## src/rtl/cpu_run_pkg.sv

```systemverilog
// ----------------------------------------------------------------------------
// cpu_run_pkg
//
// Shared definitions for the CPU run controller:
//   run_state_t        - controller state encoding
//   DEF_*              - default values for the controller parameters
//   TIMER_W            - width of the WARMUP/DRAIN timer (covers 0..255)
// ----------------------------------------------------------------------------
package cpu_run_pkg;

    typedef enum logic [2:0] {
        ST_IDLE   = 3'd0,
        ST_WARMUP = 3'd1,
        ST_RUN    = 3'd2,
        ST_DRAIN  = 3'd3,
        ST_DONE   = 3'd4
    } run_state_t;

    localparam int unsigned DEF_NUM_CORES     = 1;
    localparam int unsigned DEF_CNT_W         = 16;
    localparam int unsigned DEF_WARMUP_CYCLES = 1;
    localparam int unsigned DEF_DRAIN_CYCLES  = 4;

    localparam int unsigned TIMER_W = 8;

endpackage : cpu_run_pkg

```

## src/rtl/run_cnt.sv

```systemverilog
// ----------------------------------------------------------------------------
// run_cnt
//
// Saturating, loadable down-counter used as the phase timer of the run
// controller (WARMUP length and DRAIN length share one instance because the
// two phases never overlap).
//
// Ports:
//   clk       in   clock, rising edge
//   rst_n     in   asynchronous active-low reset (count -> 0)
//   load      in   load load_val on the next edge (has priority over dec)
//   load_val  in   W  value to load
//   dec       in   decrement by one on the next edge; holds at zero
//   count     out  W  current count
//   last      out  high while count == 1, i.e. the current cycle is the
//                  final cycle of the timed phase
// ----------------------------------------------------------------------------
module run_cnt #(
    parameter int unsigned W = 8
) (
    input  logic         clk,
    input  logic         rst_n,
    input  logic         load,
    input  logic [W-1:0] load_val,
    input  logic         dec,
    output logic [W-1:0] count,
    output logic         last
);

    // Load wins over decrement; decrement stops at zero instead of wrapping.
    always_ff @(posedge clk or negedge rst_n) begin
        if (!rst_n) begin
            count <= '0;
        end else if (load) begin
            count <= load_val;
        end else if (dec && (count != '0)) begin
            count <= count - W'(1);
        end
    end

    assign last = (count == W'(1));

endmodule : run_cnt

```

## src/rtl/cpu_run_ctrl.sv

```systemverilog
// ----------------------------------------------------------------------------
// cpu_run_ctrl
//
// Launches, supervises and terminates a run of up to NUM_CORES CPUs.
// A run goes IDLE/DONE -> WARMUP -> RUN -> (DRAIN) -> DONE. During RUN and
// DRAIN each enabled core is started until it reports halt; the run ends
// when every enabled core has halted (optionally followed by a DRAIN period)
// or when the cycle budget is used up.
//
// Parameters:
//   NUM_CORES      number of controlled CPUs (1..8)
//   CNT_W          width of cycle counter and budget
//   WARMUP_CYCLES  cycles start is held low after go (1..255)
//   DRAIN_CYCLES   cycles the run continues after the last halt (0..255)
//
// Ports:
//   clk          in   clock, rising edge
//   rst_n        in   asynchronous active-low reset
//   go           in   launch request, honoured only in IDLE/DONE
//   core_en      in   NUM_CORES  enable mask, captured with go
//   max_cycles   in   CNT_W      RUN-cycle budget, captured with go, 0=unlimited
//   halt         in   NUM_CORES  per-core halt level from the CPUs
//   start        out  NUM_CORES  per-core run enable
//   busy         out  high in WARMUP, RUN, DRAIN
//   done         out  high in DONE
//   timeout      out  last run ended on budget exhaustion
//   halted       out  NUM_CORES  sticky halt record of current/last run
//   cycle_count  out  CNT_W      RUN+DRAIN cycles of current/last run
//
// All outputs come straight from flops.
// ----------------------------------------------------------------------------
module cpu_run_ctrl
    import cpu_run_pkg::*;
#(
    parameter int unsigned NUM_CORES     = DEF_NUM_CORES,
    parameter int unsigned CNT_W         = DEF_CNT_W,
    parameter int unsigned WARMUP_CYCLES = DEF_WARMUP_CYCLES,
    parameter int unsigned DRAIN_CYCLES  = DEF_DRAIN_CYCLES
) (
    input  logic                 clk,
    input  logic                 rst_n,
    input  logic                 go,
    input  logic [NUM_CORES-1:0] core_en,
    input  logic [CNT_W-1:0]     max_cycles,
    input  logic [NUM_CORES-1:0] halt,
    output logic [NUM_CORES-1:0] start,
    output logic                 busy,
    output logic                 done,
    output logic                 timeout,
    output logic [NUM_CORES-1:0] halted,
    output logic [CNT_W-1:0]     cycle_count
);

    localparam logic [TIMER_W-1:0] WARMUP_LOAD = TIMER_W'(WARMUP_CYCLES);
    localparam logic [TIMER_W-1:0] DRAIN_LOAD  = TIMER_W'(DRAIN_CYCLES);
    localparam bit                 DRAIN_SKIP  = (DRAIN_CYCLES == 0);

    run_state_t state;

    logic [NUM_CORES-1:0] en_mask;
    logic [CNT_W-1:0]     budget;

    logic                 go_accept;
    logic [NUM_CORES-1:0] halted_next;
    logic [NUM_CORES-1:0] run_start;
    logic                 all_halted;
    logic                 budget_hit;
    logic [CNT_W-1:0]     count_inc;

    logic                 timer_load;
    logic [TIMER_W-1:0]   timer_load_val;
    logic                 timer_dec;
    logic [TIMER_W-1:0]   timer_count;
    logic                 timer_last;

    // A launch needs at least one enabled core; otherwise go is dropped and
    // the controller stays where it is.
    assign go_accept = go && (core_en != '0) &&
                       ((state == ST_IDLE) || (state == ST_DONE));

    // Halts from disabled cores are masked so they never enter the record.
    // The halt seen this cycle already counts for the stop decision and for
    // dropping start on the following cycle.
    assign halted_next = halted | (halt & en_mask);
    assign run_start   = en_mask & ~halted_next;
    assign all_halted  = (halted_next == en_mask);

    // Budget compare is done one bit wider so the +1 cannot wrap; once the
    // counter saturates the budget can no longer match.
    assign budget_hit = (budget != '0) &&
                        (({1'b0, cycle_count} + (CNT_W+1)'(1)) == {1'b0, budget});

    assign count_inc = (&cycle_count) ? cycle_count : (cycle_count + CNT_W'(1));

    // The phase timer is loaded with the warmup length on launch and with the
    // drain length on the RUN->DRAIN step, and counts down inside either phase.
    always_comb begin
        timer_load     = 1'b0;
        timer_load_val = '0;
        timer_dec      = 1'b0;
        case (state)
            ST_IDLE, ST_DONE: begin
                if (go_accept) begin
                    timer_load     = 1'b1;
                    timer_load_val = WARMUP_LOAD;
                end
            end
            ST_WARMUP: begin
                timer_dec = 1'b1;
            end
            ST_RUN: begin
                if (all_halted && !DRAIN_SKIP) begin
                    timer_load     = 1'b1;
                    timer_load_val = DRAIN_LOAD;
                end
            end
            ST_DRAIN: begin
                timer_dec = 1'b1;
            end
            default: begin
            end
        endcase
    end

    run_cnt #(
        .W (TIMER_W)
    ) u_phase_timer (
        .clk      (clk),
        .rst_n    (rst_n),
        .load     (timer_load),
        .load_val (timer_load_val),
        .dec      (timer_dec),
        .count    (timer_count),
        .last     (timer_last)
    );

    // Main controller. In RUN an all-halted condition is checked before the
    // budget so a halt arriving on the last budgeted cycle still ends the run
    // normally (no timeout).
    always_ff @(posedge clk or negedge rst_n) begin
        if (!rst_n) begin
            state       <= ST_IDLE;
            en_mask     <= '0;
            budget      <= '0;
            start       <= '0;
            busy        <= 1'b0;
            done        <= 1'b0;
            timeout     <= 1'b0;
            halted      <= '0;
            cycle_count <= '0;
        end else begin
            unique case (state)
                ST_IDLE, ST_DONE: begin
                    if (go_accept) begin
                        state       <= ST_WARMUP;
                        en_mask     <= core_en;
                        budget      <= max_cycles;
                        halted      <= '0;
                        cycle_count <= '0;
                        timeout     <= 1'b0;
                        start       <= '0;
                        busy        <= 1'b1;
                        done        <= 1'b0;
                    end
                end

                ST_WARMUP: begin
                    if (timer_last) begin
                        state <= ST_RUN;
                        start <= en_mask;
                    end
                end

                ST_RUN: begin
                    halted      <= halted_next;
                    cycle_count <= count_inc;
                    if (all_halted) begin
                        start <= '0;
                        if (DRAIN_SKIP) begin
                            state <= ST_DONE;
                            busy  <= 1'b0;
                            done  <= 1'b1;
                        end else begin
                            state <= ST_DRAIN;
                        end
                    end else if (budget_hit) begin
                        state   <= ST_DONE;
                        start   <= '0;
                        busy    <= 1'b0;
                        done    <= 1'b1;
                        timeout <= 1'b1;
                    end else begin
                        start <= run_start;
                    end
                end

                ST_DRAIN: begin
                    halted      <= halted_next;
                    cycle_count <= count_inc;
                    if (timer_last) begin
                        state <= ST_DONE;
                        start <= '0;
                        busy  <= 1'b0;
                        done  <= 1'b1;
                    end else begin
                        start <= run_start;
                    end
                end

                default: begin
                    state <= ST_IDLE;
                    start <= '0;
                    busy  <= 1'b0;
                    done  <= 1'b0;
                end
            endcase
        end
    end

endmodule : cpu_run_ctrl

```

## config.mk

```make
export PLATFORM = sky130hd
export DESIGN_NAME = cpu_run_ctrl
export DESIGN_NICKNAME = d
export VERILOG_FILES = /design/src/rtl/cpu_run_pkg.sv /design/src/rtl/run_cnt.sv /design/src/rtl/cpu_run_ctrl.sv
export SDC_FILE = /design/constraint.sdc
export NUM_CORES = 1
export LEC_CHECK = 0
export ABC_CLOCK_PERIOD_IN_PS = 4200
export CORE_MARGIN = 1.5
export CORE_UTILIZATION = 35
export CTS_BUF_LIST = sky130_fd_sc_hd__clkbuf_16
export DETAILED_ROUTE_END_ITERATION = 10
export GPL_ROUTABILITY_DRIVEN = 0
export PLACE_DENSITY = 0.52
export SLEW_MARGIN = 25
export SYNTH_ARGS = -nofsm -noshare
export SYNTH_HDL_FRONTEND = slang
export SYNTH_SLANG_ARGS = --single-unit
export TNS_END_PERCENT = 100
```

## constraint.sdc

```tcl
create_clock -name clk -period 4.2 [get_ports clk]
set_clock_uncertainty 0.2 [all_clocks]
set_input_delay 0.84 -clock clk [delete_from_list [all_inputs] [get_ports clk]]
set_output_delay 0.84 -clock clk [all_outputs]
set_load 0.005 [all_outputs]
```

==> reports/metrics.cfg <==
[floorplanning]
start_util = 0.358
rows = 33
die_area_sq_um = 8870
ios = 42
die_x_um = 94.2
core_area_sq_um = 8130
die_h_um = 94.2

[cts]
worstSkewPairLatency_ns = 0.29
tritoncts = built
clkSinkCount = 49
ctsHoldBuffers = 0
post_cts_buffers = 0
clk_pin_slew_ns = 0.07
cts_resized = 0
ctsLongestPathBuffers = 2
cts_root_buf = clkbuf_16
numCtsBuffers = 5
htreeDepth = 2

[placement]
portBuffers = 41
dp_hpwl_um = 5160

[min_path]
hold_class = reg2reg

[yosys]
ys_seq_elements = 49
synthesis.area_sq_um = 2910
syn_nets = 360
synth_warnings = 0
synth.avg_cell_area_sq_um = 8.69
synthDistinctLibCells = 55
synth_cells = 335
ys_seq_area_frac = 0.421

[worst_setup_path]
worstPathMaxFanout = 9
reg2reg_setup_slack_ns = 0.98
cp.arrival_ns = 3.24
crit_path_start_kind = register
worstPathRequired_ns = 4.22
timing.rr.end = timeout$_DFFE_PN0P_
endpoint_kind = register
path_class = reg2reg
r2r_start = cycle_count[0]$_DFFE_PN0P_
endpoint = timeout$_DFFE_PN0P_
r2r_cells = 8
crit_start = cycle_count[0]$_DFFE_PN0P_

[power_and_ir_drop]
p_leak_uw = 0.00146
switching_power_uw = 894
ir_drop_mv = 0.217
swShare = 0.391
pwr-share-comb = 0.410
pwr-share-seq = 0.390
share_clk_of_total_power = 0.200
power.density_nw_per_um2 = 647
p_int_uw = 1390

[global_route]
grt.total_usage = 0.168
grt_pass1_wl_um = 11500
antenna_found_initial = 0
grt_pass1_vias = 2212
grt.overflow.total = 0
grt_max_degree = 33

[timing]
setup_viol_count_final = 0
rsz0062_at_grt = no
period_share = 0.767
fin_tns_setup_ns = 0
hold_violations = 0
tightest_slew_ns = 0.761
final-max-slew-violation-count = 0
fmax_mhz = 311
period_minus_slack_ns = 3.22
max_slew_margin = 0.493

[drt]
drtIter0Drc = 160
via_per_inst = 5.10
drc = 0
wl_per_cell_um = 14.7
antenna_left = 0
first_pass_iters = 4
routed_wl_um = 7040
via_count = 2440

[layout]
fill_cells = 807
seq_area_sq_um = 1230
diodes = 0
final_common_cell = nand2_1
final_util = 0.435
drive_gt1_frac = 0.0643
nets = 397
most-common-layout-cells = 77 x nand2_1, 49 x dfrtp_1, 40 x clkdlybuf4s50_1
area_growth_pct = 21.4
multiInputGateArea_sq_um = 1550

[run_status]
status = finished, final reports clean

[flow_run]
drv_cap = 0

## critical path, stage by stage, from the launching register on
cell      delay (ns)
dfrtp_1         0.47
ha_1            0.27
nand3_1         0.22
nor2_2          0.38
mux2i_1         0.25
o311ai_1        0.13
or4_4           0.55
or4b_4          0.55
a21oi_2         0.14
## per-stage QoR
| step | worst slack [ns] | instance area (sq um) | instances | hold WS, ns | total power [uW] |
|---|---|---|---|---|---|
| 6_report | 0.980 | 3530 | 478 | 0.328 | 2290 |
| 3_3_place_gp | 1.11 | 3370 | 470 | 0.309 | 1830 |
| 4_1_cts | 0.973 | 3530 | 478 | 0.327 | 2310 |
| 2_1_floorplan | 1.24 | 2910 | 335 | 0.286 | 1520 |
| 5_1_grt | 0.832 | 3530 | 478 | 0.344 | 2470 |
| 3_5_place_dp | 1.00 | 3370 | 470 | 0.313 | 1840 |
## power by group through the flow
stage | clock (uW) | sequential [uW] | combinational, uW
2_1_floorplan | 0 | 808 | 711
6_report | 457 | 892 | 937
4_1_cts | 470 | 891 | 944
5_1_grt | 490 | 922 | 1060
3_5_place_dp | 0 | 899 | 939
3_3_place_gp | 0 | 897 | 936
## sequential cells by signal, indices dropped and copies added, names as in the netlist
signal / cells
budget: 16
busy: 1
cycle_count: 16
done: 1
en_mask: 1
halted: 1
start: 1
state: 3
timeout: 1
u_phase_timer.count: 8
## synthesized netlist by cell type (all sizes together)
cell / instances / area share
nand2: 77 / 0.099
dfrtp: 49 / 0.42
nor2: 28 / 0.040
o21ai: 25 / 0.043
xnor2: 19 / 0.057
xor2: 14 / 0.042
nor3: 13 / 0.024
nand3: 12 / 0.022
clkbuf: 9 / 0.019
inv: 9 / 0.012
a21oi: 8 / 0.015
nand4: 8 / 0.019
nor4: 6 / 0.013
or3: 6 / 0.015
buf: 5 / 0.017
ha: 4 / 0.017
o211ai: 4 / 0.010
o31ai: 4 / 0.010
and2: 3 / 0.0064
mux2i: 3 / 0.010
nand2b: 3 / 0.0064
a31oi: 2 / 0.0043
nor2b: 2 / 0.0043
o21a: 2 / 0.0052
o32a: 2 / 0.0069
or2: 2 / 0.0043
or4: 2 / 0.0064
a211o: 1 / 0.0030
a211oi: 1 / 0.0026
a22oi: 1 / 0.0026
a2bb2oi: 1 / 0.0090
a311oi: 1 / 0.0030
a32oi: 1 / 0.0030
and3: 1 / 0.0022
and4: 1 / 0.0030
nand3b: 1 / 0.0026
nand4b: 1 / 0.0030
nor4b: 1 / 0.0052
o311ai: 1 / 0.0030
or2b: 1 / 0.0030
or4b: 1 / 0.0047
## logic make-up after synthesis
group	count (synthesis)	share of synthesized area
adders and majority gates	4	0.0172
DFF	49	0.421
and+or+nand+nor	169	0.284
xor gates and xnor gates	33	0.0993
AOI/OAI and AO/OA	54	0.121
buffers and inverters	23	0.0473
muxes	3	0.0103
## worst min-delay path by stage
stage	start	to	slack [ns]	cells after the start
after global placement	en_mask$_DFFE_PN0P_	en_mask$_DFFE_PN0P_	0.31	1
after CTS	timeout$_DFFE_PN0P_	timeout$_DFFE_PN0P_	0.33	2
final	timeout$_DFFE_PN0P_	timeout$_DFFE_PN0P_	0.33	2
after floorplan	en_mask$_DFFE_PN0P_	en_mask$_DFFE_PN0P_	0.29	1
after global routing	timeout$_DFFE_PN0P_	timeout$_DFFE_PN0P_	0.34	2
after detailed placement	budget[14]$_DFFE_PN0P_	budget[14]$_DFFE_PN0P_	0.31	2
## cell type report
| cell class | instances | area share |
|---|---|---|
| flip-flops and latches | 49 | 0.347 |
| inverters | 9 | 0.00956 |
| clock buffers | 5 | 0.0354 |
| multi-input cells | 263 | 0.438 |
| well taps | 105 | 0.0372 |
| repair buffers | 44 | 0.121 |
| clock inverters | 3 | 0.0120 |
## layer usage
metal | track usage | wire [um] | vias to the layer above
li1 | - | - | 1223
met1 | 0.258 | 3690 | 1153
met2 | 0.238 | 3000 | 60
met3 | 0.0299 | 285 | 4
met4 | 0.0410 | 64 | 0
met5 | 0 | 0 | -
Power figures use the tool's default switching activity.
